===== src/rtl/vga_pkg.sv =====
// ---------------------------------------------------------------------------
// vga_pkg
//   Shared raster timing defaults for the 640x480@60 Hz display pipeline and
//   the screen-coordinate type used by vga_timing_gen, color_mapper and the
//   sprite/ball modules.
//
//   Contents:
//     H_VISIBLE..H_BP, V_VISIBLE..V_BP  default porch/sync/visible sizes
//     H_TOTAL, V_TOTAL                  derived line/frame lengths
//     coord_t                           10-bit unsigned screen coordinate
//     in_window()                       half-open range test on coordinates
// ---------------------------------------------------------------------------
package vga_pkg;

  localparam int unsigned H_VISIBLE = 640;
  localparam int unsigned H_FP      = 16;
  localparam int unsigned H_SYNC    = 96;
  localparam int unsigned H_BP      = 48;
  localparam int unsigned V_VISIBLE = 480;
  localparam int unsigned V_FP      = 10;
  localparam int unsigned V_SYNC    = 2;
  localparam int unsigned V_BP      = 33;

  localparam int unsigned H_TOTAL = H_VISIBLE + H_FP + H_SYNC + H_BP;
  localparam int unsigned V_TOTAL = V_VISIBLE + V_FP + V_SYNC + V_BP;

  typedef logic [9:0] coord_t;

  // True when lo <= v < hi.
  function automatic logic in_window(input coord_t v, input coord_t lo, input coord_t hi);
    return (v >= lo) && (v < hi);
  endfunction

endpackage


===== src/rtl/vga_delay_line.sv =====
// ---------------------------------------------------------------------------
// vga_delay_line
//   Enable-gated shift register used to hold sync/blank back so they line up
//   with downstream registered pixel data.
//
//   Parameters:
//     DEPTH  number of stages; 0 gives a single free-running register
//     WIDTH  bits per stage
//   Ports:
//     i_clk      clock
//     i_rst_n    asynchronous active-low reset
//     i_en       shift enable (ignored when DEPTH == 0)
//     i_rst_val  value loaded into every stage during reset
//     i_d        data into the first stage
//     o_q        last stage
// ---------------------------------------------------------------------------
module vga_delay_line #(
  parameter int DEPTH = 2,
  parameter int WIDTH = 3
) (
  input  logic             i_clk,
  input  logic             i_rst_n,
  input  logic             i_en,
  input  logic [WIDTH-1:0] i_rst_val,
  input  logic [WIDTH-1:0] i_d,
  output logic [WIDTH-1:0] o_q
);

  generate
    if (DEPTH == 0) begin : g_pass
      logic [WIDTH-1:0] r_q;
      logic             w_unused_en;

      // With no delay requested the input is still registered once per clock.
      assign w_unused_en = i_en;

      // Single output register, loads every cycle.
      always_ff @(posedge i_clk or negedge i_rst_n) begin
        if (!i_rst_n) begin
          r_q <= i_rst_val;
        end else begin
          r_q <= i_d;
        end
      end

      assign o_q = r_q;
    end else begin : g_shift
      logic [WIDTH-1:0] r_stage [DEPTH];

      // Shift chain, advancing only on enabled cycles.
      always_ff @(posedge i_clk or negedge i_rst_n) begin
        if (!i_rst_n) begin
          for (int i = 0; i < DEPTH; i++) begin
            r_stage[i] <= i_rst_val;
          end
        end else if (i_en) begin
          r_stage[0] <= i_d;
          for (int i = 1; i < DEPTH; i++) begin
            r_stage[i] <= r_stage[i-1];
          end
        end else begin
          for (int i = 0; i < DEPTH; i++) begin
            r_stage[i] <= r_stage[i];
          end
        end
      end

      assign o_q = r_stage[DEPTH-1];
    end
  endgenerate

endmodule


===== src/rtl/vga_timing_gen.sv =====
// ---------------------------------------------------------------------------
// vga_timing_gen
//   Raster timing generator feeding color_mapper. Divides Clk down to the
//   pixel rate, walks DrawX/DrawY over the full line/frame (including
//   porches and sync), and produces VGA sync/blank delayed by SYNC_DELAY
//   pixel ticks so they stay aligned with color_mapper's registered RGB.
//
//   Optional feature macro: VGA_FRAME_COUNT_EN adds the frame_count port.
//
//   Ports:
//     Clk          system clock (50 MHz)
//     Reset        asynchronous active-low reset
//     pixel_en     one-Clk pulse per pixel tick
//     DrawX/DrawY  current raster position (0..H_TOTAL-1 / 0..V_TOTAL-1)
//     VGA_CLK      registered pixel clock for the DAC
//     VGA_HS/VS    active-low syncs, delayed
//     VGA_BLANK_N  high in the visible region, delayed
//     VGA_SYNC_N   tied low
//     line_start   one-Clk pulse in the first cycle with DrawX == 0
//     frame_start  one-Clk pulse in the first cycle with (DrawX,DrawY) == (0,0)
//     frame_count  frames since reset, wraps at 255 (VGA_FRAME_COUNT_EN only)
// ---------------------------------------------------------------------------
module vga_timing_gen
  import vga_pkg::*;
#(
  parameter int unsigned H_VISIBLE  = vga_pkg::H_VISIBLE,
  parameter int unsigned H_FP       = vga_pkg::H_FP,
  parameter int unsigned H_SYNC     = vga_pkg::H_SYNC,
  parameter int unsigned H_BP       = vga_pkg::H_BP,
  parameter int unsigned V_VISIBLE  = vga_pkg::V_VISIBLE,
  parameter int unsigned V_FP       = vga_pkg::V_FP,
  parameter int unsigned V_SYNC     = vga_pkg::V_SYNC,
  parameter int unsigned V_BP       = vga_pkg::V_BP,
  parameter int unsigned PIX_DIV    = 2,
  parameter int          SYNC_DELAY = 2
) (
  input  logic       Clk,
  input  logic       Reset,
  output logic       pixel_en,
  output coord_t     DrawX,
  output coord_t     DrawY,
  output logic       VGA_CLK,
  output logic       VGA_HS,
  output logic       VGA_VS,
  output logic       VGA_BLANK_N,
  output logic       VGA_SYNC_N,
  output logic       line_start,
  output logic       frame_start
`ifdef VGA_FRAME_COUNT_EN
  ,
  output logic [7:0] frame_count
`endif
);

  localparam int unsigned LOC_H_TOTAL = H_VISIBLE + H_FP + H_SYNC + H_BP;
  localparam int unsigned LOC_V_TOTAL = V_VISIBLE + V_FP + V_SYNC + V_BP;

  localparam coord_t C_H_LAST   = coord_t'(LOC_H_TOTAL - 1);
  localparam coord_t C_V_LAST   = coord_t'(LOC_V_TOTAL - 1);
  localparam coord_t C_H_VIS    = coord_t'(H_VISIBLE);
  localparam coord_t C_V_VIS    = coord_t'(V_VISIBLE);
  localparam coord_t C_HS_START = coord_t'(H_VISIBLE + H_FP);
  localparam coord_t C_HS_END   = coord_t'(H_VISIBLE + H_FP + H_SYNC);
  localparam coord_t C_VS_START = coord_t'(V_VISIBLE + V_FP);
  localparam coord_t C_VS_END   = coord_t'(V_VISIBLE + V_FP + V_SYNC);
  localparam coord_t C_ONE      = 10'd1;

  localparam int               DIV_W      = $clog2(PIX_DIV);
  localparam logic [DIV_W-1:0] C_DIV_LAST = DIV_W'(PIX_DIV - 1);
  localparam logic [DIV_W-1:0] C_DIV_HALF = DIV_W'(PIX_DIV / 2);
  localparam logic [DIV_W-1:0] C_DIV_ONE  = DIV_W'(1);

  // Inactive sync/blank: HS=1, VS=1, BLANK_N=0.
  localparam logic [2:0] C_SYNC_IDLE = 3'b110;

  logic [DIV_W-1:0] r_div;
  logic             r_pix_en;
  logic             r_vga_clk;
  coord_t           r_x;
  coord_t           r_y;
  logic             r_line_start;
  logic             r_frame_start;

  logic             w_hs_raw;
  logic             w_vs_raw;
  logic             w_blank_raw_n;
  logic [2:0]       w_sync_q;

  // Pixel divider. pixel_en and VGA_CLK are registered images of the divider,
  // so the first pixel_en lands PIX_DIV cycles after reset release and the
  // DAC clock rises half a pixel after DrawX/DrawY change.
  always_ff @(posedge Clk or negedge Reset) begin
    if (!Reset) begin
      r_div     <= '0;
      r_pix_en  <= 1'b0;
      r_vga_clk <= 1'b0;
    end else begin
      if (r_div == C_DIV_LAST) begin
        r_div <= '0;
      end else begin
        r_div <= r_div + C_DIV_ONE;
      end
      r_pix_en  <= (r_div == C_DIV_LAST);
      r_vga_clk <= (r_div >= C_DIV_HALF);
    end
  end

  // Raster counters plus the wrap strobes, which fire in the first cycle the
  // wrapped coordinate is visible.
  always_ff @(posedge Clk or negedge Reset) begin
    if (!Reset) begin
      r_x           <= 10'd0;
      r_y           <= 10'd0;
      r_line_start  <= 1'b0;
      r_frame_start <= 1'b0;
    end else begin
      r_line_start  <= 1'b0;
      r_frame_start <= 1'b0;
      if (r_pix_en) begin
        if (r_x == C_H_LAST) begin
          r_x          <= 10'd0;
          r_line_start <= 1'b1;
          if (r_y == C_V_LAST) begin
            r_y           <= 10'd0;
            r_frame_start <= 1'b1;
          end else begin
            r_y <= r_y + C_ONE;
          end
        end else begin
          r_x <= r_x + C_ONE;
        end
      end else begin
        r_x <= r_x;
        r_y <= r_y;
      end
    end
  end

  // Undelayed sync/blank for the current raster position.
  always_comb begin
    w_hs_raw      = !in_window(r_x, C_HS_START, C_HS_END);
    w_vs_raw      = !in_window(r_y, C_VS_START, C_VS_END);
    w_blank_raw_n = (r_x < C_H_VIS) && (r_y < C_V_VIS);
  end

  // Sync/blank follow their pixel by SYNC_DELAY ticks to match color_mapper.
  vga_delay_line #(
    .DEPTH (SYNC_DELAY),
    .WIDTH (3)
  ) u_sync_delay (
    .i_clk     (Clk),
    .i_rst_n   (Reset),
    .i_en      (r_pix_en),
    .i_rst_val (C_SYNC_IDLE),
    .i_d       ({w_hs_raw, w_vs_raw, w_blank_raw_n}),
    .o_q       (w_sync_q)
  );

`ifdef VGA_FRAME_COUNT_EN
  logic [7:0] r_frame_count;

  // Frame counter for animation; advances once per frame_start and wraps.
  always_ff @(posedge Clk or negedge Reset) begin
    if (!Reset) begin
      r_frame_count <= 8'd0;
    end else if (r_frame_start) begin
      r_frame_count <= r_frame_count + 8'd1;
    end else begin
      r_frame_count <= r_frame_count;
    end
  end

  assign frame_count = r_frame_count;
`endif

  assign pixel_en    = r_pix_en;
  assign DrawX       = r_x;
  assign DrawY       = r_y;
  assign VGA_CLK     = r_vga_clk;
  assign VGA_HS      = w_sync_q[2];
  assign VGA_VS      = w_sync_q[1];
  assign VGA_BLANK_N = w_sync_q[0];
  assign VGA_SYNC_N  = 1'b0;
  assign line_start  = r_line_start;
  assign frame_start = r_frame_start;

endmodule


===== config.mk =====
export PLATFORM = sky130hd
export DESIGN_NAME = vga_timing_gen
export DESIGN_NICKNAME = d
export VERILOG_FILES = /design/src/rtl/vga_pkg.sv /design/src/rtl/vga_delay_line.sv /design/src/rtl/vga_timing_gen.sv
export SDC_FILE = /design/constraint.sdc
export NUM_CORES = 1
export LEC_CHECK = 0
export BUFFER_PORTS_ARGS = -buffer_cell sky130_fd_sc_hd__buf_4
export CAP_MARGIN = 20
export CORE_MARGIN = 2
export CORE_UTILIZATION = 40
export DETAILED_ROUTE_END_ITERATION = 10
export GPL_ROUTABILITY_DRIVEN = 0
export MAX_ROUTING_LAYER = met4
export PLACE_DENSITY = 0.62
export SYNTH_ARGS = -nofsm -noshare
export SYNTH_HDL_FRONTEND = slang
export SYNTH_SLANG_ARGS = --single-unit
export TNS_END_PERCENT = 100

===== constraint.sdc =====
create_clock -name Clk -period 2.4 [get_ports Clk]
set_clock_uncertainty 0.15 [all_clocks]
set_input_delay 0.24 -clock Clk [delete_from_list [all_inputs] [get_ports Clk]]
set_output_delay 0.24 -clock Clk [all_outputs]
set_load 0.005 [all_outputs]

==> out/results.env, run 1 <==
DRC=0
FINAL_NET_COUNT=175
AREA_DELTA_SYNTH_FINAL_PCT=21.0
TNS_NS=0
ROUTED_LENGTH_PER_PLACED_INSTANCE_UM=13.6
POST_CTS_RESIZE_COUNT=0
RR_ENDPOINT='DrawY[9]'
CORE_AREA_UM2=3420
TIMING_WORST_SETUP_PATH_TYPE='reg2reg'
REPORT.FINAL.SETUP_VIOL=0
HTREE_LEVELS=2
R2R_CELLS=5
POWERDENSITY_nW_PER_UM2=442
DETAIL-ROUTE-ANTENNA-NETS=0
WORSTSETUPENDPOINT='DrawY[9]'
SYN-CELL-AREA_UM2=1460
YOSYSTOPAREACELL='sky130_fd_sc_hd__dfrtp_1'
DIE_WIDTH_UM=64.4
SYNTH-COMPOUND-AREA-SHARE=0.0505
CTS_TREE='yes'
CHIPHEIGHT_UM=64.4
DRTITER0DRC=71
WIRE_LENGTH_OF_THE_FIRST_GLOBAL_ROUTING_PASS_UM=4890
GRT_PASS1_VIAS=1062
INTPOWER_W=0.000612
TOTAL_LEAKAGE_POWER_nW=0.823
GRT_MOST_USED_LAYER='met2'
RSZ_0062_RAISED_AFTER_GLOBAL_ROUTING='no'
YOSYS.AREA_SHARE.SIMPLE=0.243
YOSYS.AREA_SHARE.ADDER=0.0428
TIMING.RR.START='DrawX[0]'
DETAILED_PLACE_HPWL_UM=2130
FINALHOLDVIOLCOUNT=0
IO_PINS=30
POSTSYNTH.TOPFLOPCELL='sky130_fd_sc_hd__dfrtp_1'
CLKPWRFRAC=0.337
DRIVE_GT1_FRAC=0.292
GLOBALROUTEMET3UTIL=0.0625
INITIAL_CORE_UTIL=0.428
YOSYSWARNINGCOUNT=0
SWITCHINGPOWER_W=0.000168
TRITONCTS_NUM_SINKS=30
SYNTH_MUX_AREA_FRAC=0.0300
CRITICAL_PATH_CAPTURE_POINT_TYPE='flop'
WORST_IR_DROP_VDD_V=0.000210
NETSWITCHINGFRACTION=0.215
CLK_PIN_SLEW_NS=0.09
POSTSYNTH.ASYNCRESETSHARE=1.00
WORST_EP_REQUIRED_TIME_NS=2.50
POSTSYNTHCELLCOUNT=135
STARTPOINT='DrawX[0]'
DIEAREA_UM2=4150
RUN_STATUS='finished, final reports clean'
GRT_START_MAX_NET_PINS=31
MAX_CLOCK_FREQ_MHz=523
GRT_USE_TOTAL=0.163
WORSTSKEWPAIRLATENCY_NS=0.32
FLOORPLAN.ROWS=21
SYNTH.FF_LATCH_COUNT=30
CRITPATHMAXFANOUT=7
FIN_WORST_SETUP_SLACK_NS=0.489
POWER.SEQUENTIAL.FRACTION=0.647
GRT_USE_MET1=0.199
ANTENNA_CELLS_INSERTED=0
POST_DRT_VIA_CELL_RATIO=5.14
MAXCAPVIOLATIONS=0
TOTALWIRELENGTH_UM=2910
POSTCTSSETUPREPAIRBUFS=0
GRT_ANTENNA_BEFORE_REPAIR=0
COMB_POWER_SHARE=0.015
FIRSTDRTPASSITERS=4
SYNTH_CELL_TYPE_COUNT=37
SYNTH_EDF_COUNT=0
YS_SEQ_AREA_FRAC=0.517
CLOCKROOTBUFFER='sky130_fd_sc_hd__clkbuf_4'
CTS-BUFFERS-INSERTED=5
WORST_SETUP_PATH_START_KIND='flop'
MIN_PERIOD_OVER_PERIOD=0.796
POST-PLACE-WS_NS=0.514
ROUTE.VIAS.TOTAL=1100
POST_SYNTH.CELL_AREA_AVG_UM2=10.8
HOLD_PATH_CLASS='in2async'
SYNTH_TOP_AREA_FRAC=0.445
SYNTH_TOP_FAMILY_BY_AREA='simple AND/OR/NAND/NOR gates'
R2R_SETUP_SLACK_NS=0.49
BUFFER_PORTS.INSERTED=28
GRTUSAGEMET2=0.237
SYNTH_XOR_XNOR_AREA_SHARE=0.0779
SYNTH_FP_NETS=142
YOSYS-TOP-CELLS-AREA='sky130_fd_sc_hd__dfrtp_1 (45%), sky130_fd_sc_hd__dfstp_2 (7.2%), sky130_fd_sc_hd__xnor2_1 (4.8%)'
CTSLONGESTPATHBUFFERS=2
GRT_REMAINING_OVERFLOW=0
DRV_SLEW=0
WORST_EP_ARRIVAL_TIME_NS=2.01
FINAL_WORST_PATH_PERIOD_NEED_NS=1.91
[worst min-delay path by stage]
stage	start	to	slack (ns)	cells past startpoint
finish	Reset	u_sync_delay.g_shift.r_stage[3]	0.23	2
global route	Reset	u_sync_delay.g_shift.r_stage[3]	0.22	2
CTS	Reset	DrawY[9]	0.22	2
detailed placement	Reset	DrawX[4]	0.04	1
global placement	Reset	DrawX[4]	0.04	1
floorplan	Reset	DrawX[0]	-0.21	0
[layout make-up]
type	instances	area (µm²)
fill	307	1650
sequential	30	756
multi-input combinational	94	653
timing repair buffer	30	228
tap	46	57.6
clock buffer	5	37.5
inverter	7	26.3
clock inverter	2	10.0
[metal layers]
layer  vias to the layer above  part of all wire
met5                         -                 0
met4                         0            0.0079
met3                         4             0.063
met2                        38              0.48
met1                       524              0.45
li1                        534                 -
[cell usage after synthesis, drive strengths merged (4+ instances only)]
cell type and n:
o21ai 7, xor2 5, inv 6, dfstp 4, ha 5, nand3 9
nor2 13, nand2 7, xnor2 8, nand4 6, and3 5, dfrtp 26
[placed cells by master, fill, tap and decap left out, types with 6 or more instances in the layout]
cell type / instances
sky130_fd_sc_hd__buf_4: 29
sky130_fd_sc_hd__dfrtp_1: 26
sky130_fd_sc_hd__inv_1: 6
sky130_fd_sc_hd__nand2_1: 7
sky130_fd_sc_hd__nand3_1: 8
sky130_fd_sc_hd__nand4_1: 6
sky130_fd_sc_hd__nor2_1: 12
sky130_fd_sc_hd__o21ai_0: 7
sky130_fd_sc_hd__xnor2_1: 8
[critical path: stages (launching register included)]
cell	delay [ns]
sky130_fd_sc_hd__dfrtp_1	0.42
sky130_fd_sc_hd__ha_1	0.23
sky130_fd_sc_hd__and4_4	0.27
sky130_fd_sc_hd__nand3_4	0.11
sky130_fd_sc_hd__or4_1	0.50
sky130_fd_sc_hd__a21oi_1	0.15
[power by group through the flow]
stage,Combinational [W],Clock (W),Sequential (W)
floorplan,0.00000152,0,0.000515
global placement,0.0000116,0,0.000515
detailed placement,0.0000115,0,0.000515
CTS,0.0000128,0.000277,0.000505
global route,0.0000142,0.000306,0.000506
finish,0.0000119,0.000263,0.000505
[registers in the layout, indices dropped and copies added (netlist names)]
signal	flops
DrawX	10
DrawY	10
u_sync_delay.g_shift.r_stage	3
u_sync_delay.o_q	3
frame_start	1
line_start	1
pixel_en	1
r_div	1
[what timing repair did]
action / in CTS / in global routing
setup endpoints to repair: 0 / 0
hold buffers: 1 / 0
endpoints found under the hold margin: 30 / 0
[through the flow]
step                cells  area [µm²]  hold WS (ns)  utilization  power, W
finish                214        1770         0.226        0.518  0.000781
global route          214        1770         0.223        0.518  0.000825
CTS                   214        1770         0.222        0.518  0.000795
detailed placement    206        1710        0.0357        0.501  0.000527
global placement      206        1710        0.0379        0.501  0.000527
floorplan             135        1460        -0.206            -  0.000517
[cell families after synthesis]
family	count (synthesis)
simple gates	58
compound gates	13
other cells	1
buf+inv	11
xor+xnor	13
fa+ha+maj	5
flops	30
mux	4
No activity file was read; power rests on OpenSTA's default activity.
==> run 2: changes to the inputs <==
ABC_AREA = 1   (was unset)
PLACE_DENSITY = 0.64   (was 0.62)
clock period = 1.6 ns   (was 2.4 ns; I/O delays follow)
==> run 2 against run 1 <==
Net effect: setup slack worse by 0.38 ns; largest power group unchanged; largest cell class unchanged; routed wire length is 20% higher; synthesized cell count is 50% higher; sequential power is 50% higher; first-iteration DRC count shrank 21%; critical endpoint is now DrawX[7]; non-clock buffer count up 17; highest routed layer unchanged.
==> out/results.env, run 2 <==
RSZ_0062_RAISED_AFTER_GLOBAL_ROUTING='no'
MIN_PERIOD_OVER_PERIOD=0.933
TOTALWIRELENGTH_UM=3500
GRT_USE_TOTAL=0.180
IO_PINS=30
POWERDENSITY_nW_PER_UM2=696
FIRSTDRTPASSITERS=4
FIN_HOLD_WS_NS=0.178
TIMING.RR.START='DrawX[9]'
SWITCHINGPOWER_W=0.000307
INITIAL_CORE_UTIL=0.415
CRITICAL_PATH_CAPTURE_POINT_TYPE='flop'
GRTUSAGEMET2=0.266
ANTENNA_CELLS_INSERTED=0
GRT_REMAINING_OVERFLOW=0
WORST_EP_REQUIRED_TIME_NS=1.63
R2R_SETUP_SLACK_NS=0.11
POST-ROUTE-UTIL=0.544
YS_SEQ_AREA_FRAC=0.459
DRV_SLEW=0
YOSYSWARNINGCOUNT=0
ROUTED_LENGTH_PER_PLACED_INSTANCE_UM=11.6
RR_ENDPOINT='DrawX[7]'
CLOCKROOTBUFFER='sky130_fd_sc_hd__clkbuf_8'
DRC=0
CLKPWRFRAC=0.483
HTREE_LEVELS=2
MAXCAPVIOLATIONS=0
CHIPHEIGHT_UM=68.2
CTSLONGESTPATHBUFFERS=2
R2R_CELLS=7
MOST_FREQUENTLY_USED_CELL_TYPE_IN_THE_POST_SYNTHESIS_NETLIST='sky130_fd_sc_hd__nand2_1'
SYNTH_FP_NETS=210
INTPOWER_W=0.00120
ROUTE.VIAS.TOTAL=1432
TRITONCTS_NUM_SINKS=30
GRT_USE_MET1=0.225
SYNTH_CELL_TYPE_COUNT=29
POST_SYNTH.CELL_AREA_AVG_UM2=8.12
BUFFER_PORTS.INSERTED=28
POSTSYNTHCELLCOUNT=203
DRIVE_GT1_FRAC=0.312
FINAL_CELL_MIX='sky130_fd_sc_hd__nand2_1 (49), sky130_fd_sc_hd__buf_4 (45), sky130_fd_sc_hd__inv_1 (30)'
CTS-BUFFERS-INSERTED=5
CRITPATHMAXFANOUT=7
COMB_POWER_SHARE=0.012
WORST_SETUP_PATH_START_KIND='flop'
SYNTH.FF_LATCH_COUNT=30
RUN_STATUS='finished, final reports clean'
MAX_CLOCK_FREQ_MHz=670
POSTSYNTH.TOPFLOPCELL='sky130_fd_sc_hd__dfrtp_1'
DETAIL-ROUTE-ANTENNA-NETS=0
GRT_PASS1_VIAS=1260
FINAL_NET_COUNT=259
WORST_EP_ARRIVAL_TIME_NS=1.53
TOTAL_LEAKAGE_POWER_nW=1.10
FLOORPLAN.ROWS=23
LAYOUT.CELLS.MOST_COMMON='sky130_fd_sc_hd__nand2_1'
HOLD_PATH_CLASS='in2async'
POST-ROUTE-CELL-AREA_UM2=2160
GRT_MOST_USED_LAYER='met2'
WORST_IR_DROP_VDD_V=0.000334
DETAILED_PLACE_HPWL_UM=2610
SYN-CELL-AREA_UM2=1650
CTS_TREE='yes'
TOTAL_POWER_W=0.00150
DIEAREA_UM2=4650
YOSYSTOPAREACELL='sky130_fd_sc_hd__dfrtp_1'
AREA_DELTA_SYNTH_FINAL_PCT=31.1
TNS_NS=0
CORE_AREA_UM2=3970
POWER.SEQUENTIAL.FRACTION=0.505
NETSWITCHINGFRACTION=0.204
DIE_WIDTH_UM=68.2
DETAILED_PLACE.AREA_UM2=2000
SYNTH.CELLS.MOST_FREQUENT='sky130_fd_sc_hd__nand2_1 (49), sky130_fd_sc_hd__inv_1 (31), sky130_fd_sc_hd__dfrtp_1 (26)'
GRT_ANTENNA_BEFORE_REPAIR=0
TIMING_WORST_SETUP_PATH_TYPE='reg2reg'
DRTITER0DRC=56
REPORT.FINAL.SETUP_VIOL=0
POST_DRT_VIA_CELL_RATIO=4.73
CLK_PIN_SLEW_NS=0.06
GRT_START_MAX_NET_PINS=31
YOSYS-TOP-CELLS-AREA='sky130_fd_sc_hd__dfrtp_1 (39%), sky130_fd_sc_hd__nand2_1 (11%), sky130_fd_sc_hd__inv_1 (7.1%)'
WIRE_LENGTH_OF_THE_FIRST_GLOBAL_ROUTING_PASS_UM=5740
SYNTH_EDF_COUNT=0
POSTSYNTH.ASYNCRESETSHARE=1.00
WORSTSKEWPAIRLATENCY_NS=0.29
FINAL_WORST_PATH_PERIOD_NEED_NS=1.49
GLOBALROUTEMET3UTIL=0.0641
SYNTH_TOP_AREA_FRAC=0.395
FINALHOLDVIOLCOUNT=0
run 2: metrics by stage:
stage / instances / setup WS (ns)
2_1_floorplan: 203 / 0.0982
3_3_place_gp: 292 / 0.00325
3_5_place_dp: 292 / -0.0260
4_1_cts: 302 / 0.0241
5_1_grt: 303 / 0.00148
6_report: 303 / 0.107
run 2: what timing repair did:
action	in CTS	in global routing
endpoints found under the setup margin	9	11
pin swaps	1	0
hold endpoints to repair	30	0
buffers inserted	1	1
hold buffers	1	0
gates resized for setup	0	5
run 2: worst max-delay path by stage:
stage	slack (ns)	end	from
6_report	0.11	DrawX[7]	DrawX[9]
5_1_grt	0.001	DrawX[9]	DrawX[9]
4_1_cts	0.02	DrawY[9]	DrawY[0]
3_5_place_dp	-0.03	DrawY[4]	DrawX[0]
3_3_place_gp	0.003	DrawY[7]	DrawX[0]
2_1_floorplan	0.1	DrawY[5]	DrawX[0]
run 2: cell type report:
type | instances | area, µm²
Clock buffer | 8 | 110
Sequential cell | 30 | 757
Timing Repair Buffer | 47 | 368
Inverter | 31 | 116
Fill cell | 415 | 1810
Tap cell | 50 | 62.6
Multi-Input combinational cell | 137 | 747
run 2: logic make-up after synthesis:
kind of cell | share of synthesized area
buffers and inverters | 0.0926
AND/OR/NAND/NOR | 0.294
flip-flops | 0.459
XOR/XNOR | 0.0319
adder cells (fa/ha/maj) | 0.0380
AO/OA/AOI/OAI | 0.0828
other | 0.00228
run 2: power by group through the flow:
| stage | combinational, W | clock (W) | sequential, W |
|---|---|---|---|
| CTS | 0.0000202 | 0.000742 | 0.000759 |
| floorplan | 0.00000228 | 0 | 0.000773 |
| detailed placement | 0.0000181 | 0 | 0.000773 |
| global route | 0.0000221 | 0.000778 | 0.000758 |
| finish | 0.0000183 | 0.000726 | 0.000759 |
| global placement | 0.0000180 | 0 | 0.000773 |
run 2: routing by layer:
| metal | vias to the layer above | wire length (µm) |
|---|---|---|
| li1 | 737 | - |
| met1 | 662 | 1660 |
| met2 | 28 | 1610 |
| met3 | 5 | 178 |
| met4 | 0 | 46 |
| met5 | - | 0 |
run 2: worst max-delay path: stages (launching register included):
cell	delay, ns
sky130_fd_sc_hd__dfrtp_1	0.39
sky130_fd_sc_hd__nand2_1	0.12
sky130_fd_sc_hd__inv_1	0.15
sky130_fd_sc_hd__nand2_1	0.06
sky130_fd_sc_hd__nor2_1	0.08
sky130_fd_sc_hd__nand3_1	0.22
sky130_fd_sc_hd__nand3_1	0.17
sky130_fd_sc_hd__inv_1	0.04
==> run 3: changes to the inputs <==
CORE_UTILIZATION = 49   (was 40)
PLACE_DENSITY = 0.75   (was 0.64)
==> run 3 against run 2 <==
Net effect: cell count down 2.3%; sequential power barely moved; sequential cell count unchanged; largest power group unchanged; critical path type unchanged; sequential share of layout area up 1.1 points; critical endpoint is now DrawX[8].
==> out/results.env, run 3 (synthesis gave the netlist of run 2 again) <==
RUN_STATUS='finished, final reports clean'
GRT_PASS1_VIAS=1163
CRITICAL_PATH_CAPTURE_POINT_TYPE='flop'
FINAL_CELL_MIX='sky130_fd_sc_hd__nand2_1 (49), sky130_fd_sc_hd__buf_4 (42), sky130_fd_sc_hd__inv_1 (30)'
AREA_DELTA_SYNTH_FINAL_PCT=27.3
DRIVE_GT1_FRAC=0.320
WORST_SETUP_PATH_START_KIND='flop'
CORE_AREA_UM2=3280
IO_PINS=30
WIRE_LENGTH_OF_THE_FIRST_GLOBAL_ROUTING_PASS_UM=5470
DETAILED_PLACE_HPWL_UM=2430
ROUTE.VIAS.TOTAL=1440
GLOBALROUTEMET3UTIL=0.0621
TOTALWIRELENGTH_UM=3410
CRITPATHMOSTFREQUENTCELL='sky130_fd_sc_hd__nand2_1'
CRITPATHMAXFANOUT=4
DIE_WIDTH_UM=62.0
GRT_START_MAX_NET_PINS=31
WORST_EP_ARRIVAL_TIME_NS=1.63
MAX_CLOCK_FREQ_MHz=665
CHIPHEIGHT_UM=62.0
DETAILED_PLACE.AREA_UM2=1950
DRTITER0DRC=89
FINAL_NET_COUNT=256
LAYOUT.CELLS.MOST_COMMON='sky130_fd_sc_hd__nand2_1'
GRT_USE_MET1=0.276
CLK_PIN_SLEW_NS=0.10
CP_TOP_FAMILY='simple AND/OR/NAND/NOR gates'
CRIT_PATH_CELL_TRACE='ha_2 > nand4_1 > nor2_1 > nand2_1 > nand2_1 > nand2_1 > nor2_1'
TIMING_WORST_SETUP_PATH_TYPE='reg2reg'
DRV_SLEW=0
WORST_IR_DROP_VDD_V=0.000405
REPORT.FINAL.SETUP_VIOL=0
FINAL_WORST_PATH_PERIOD_NEED_NS=1.50
CRITICAL-PATH-MAX-STAGE-DELAY_NS=0.36
CRITICAL-PATH-SLOWEST-CELL='sky130_fd_sc_hd__dfrtp_1'
POST-PLACE-WS_NS=-0.0423
FINALHOLDVIOLCOUNT=0
FIN_WORST_SETUP_SLACK_NS=0.0966
DETAIL-ROUTE-ANTENNA-NETS=0
HOLD_PATH_CLASS='in2async'
POST_DRT_VIA_CELL_RATIO=4.86
FLOORPLAN.ROWS=21
CTS-BUFFERS-INSERTED=5
ROUTED_LENGTH_PER_PLACED_INSTANCE_UM=11.5
BUFFER_PORTS.INSERTED=28
WORSTSKEWPAIRLATENCY_NS=0.34
CP_NUM_BUF_INV=0
CLOCKROOTBUFFER='sky130_fd_sc_hd__clkbuf_4'
HTREE_LEVELS=2
GRT_REMAINING_OVERFLOW=0
FIN_HOLD_WS_NS=0.127
GRTUSAGEMET2=0.290
GRT_MOST_USED_LAYER='met2'
INITIAL_CORE_UTIL=0.502
ANTENNA_CELLS_INSERTED=0
GRT_USE_TOTAL=0.207
DRC=0
GRT_ANTENNA_BEFORE_REPAIR=0
POWERDENSITY_nW_PER_UM2=597
MAXCAPVIOLATIONS=0
POST-ROUTE-CELL-AREA_UM2=2100
CTS_TREE='yes'
WORST_EP_REQUIRED_TIME_NS=1.73
FIRSTDRTPASSITERS=4
MIN_PERIOD_OVER_PERIOD=0.940
CTSLONGESTPATHBUFFERS=2
TOTAL_LEAKAGE_POWER_nW=1.06
DIEAREA_UM2=3840
TRITONCTS_NUM_SINKS=30
run 3: cell count changes in the layout (fill, tap and decap cells not counted):
cell and change:
sky130_fd_sc_hd__buf_4 -3, sky130_fd_sc_hd__clkbuf_4 +5, sky130_fd_sc_hd__clkinv_2 +1, sky130_fd_sc_hd__nor2_2 +3
sky130_fd_sc_hd__dfrtp_1 -1, sky130_fd_sc_hd__nand3_1 -1, sky130_fd_sc_hd__clkbuf_1 +1, sky130_fd_sc_hd__clkbuf_8 -7
sky130_fd_sc_hd__dfrtp_2 +1, sky130_fd_sc_hd__nor2_1 -3, sky130_fd_sc_hd__nand3_2 +1
run 3: worst paths after layout:
| path | from | endpoint | slack (ns) | cells past startpoint |
|---|---|---|---|---|
| setup / recovery | DrawX[0] | DrawX[8] | 0.1 | 7 |
| hold / removal | Reset | DrawX[9] | 0.13 | 2 |
| setup reg to reg | DrawX[0] | DrawX[8] | 0.1 | 7 |
| hold reg to reg | r_div | pixel_en | 0.24 | 0 |
| max in group asynchronous | Reset | u_sync_delay.o_q[1] | 0.86 | 2 |
| min in group Clk | r_div | pixel_en | 0.24 | 0 |
run 3: per-stage QoR:
step	util	cells	TNS (ns)	power, W
3_5_place_dp	0.595	282	-0.274	0.000790
3_3_place_gp	0.595	282	0	0.000790
5_1_grt	0.638	296	-0.0157	0.00130
4_1_cts	0.622	292	0	0.00127
2_1_floorplan	-	203	0	0.000775
6_report	0.638	296	0	0.00125
run 3: layout make-up:
type / count / area [µm²]
fillers: 283 / 1190
multi-input cells: 137 / 759
flip-flops and latches: 30 / 758
repair buffers: 44 / 345
inverters: 31 / 116
well taps: 46 / 57.6
clock buffers: 7 / 55.1
clock inverters: 1 / 5.00
run 3: report_power, final:
group,leakage (nW),switching (W),internal (W)
clock,0.0353,0.000264,0.000212
sequential,0.377,0,0.000758
combinational,0.650,0.0000148,0.00000325
total,1.06,0.000279,0.000974
run 3: per-layer routing:
metal  up-vias  routed length (µm)
met4         0                  61
met2        39                1570
met1       665                1600
met5         -                   0
li1        730                   -
met3         6                 184
run 3: repair_timing:
item                                    in CTS  in global routing
endpoints found under the setup margin       9                 15
pin swaps                                    1                  1
buffers inserted                             1                  4
gates cloned                                 0                  0
endpoints found under the hold margin       30                  0
hold buffers                                 1                  0
resized for setup                            0                 10
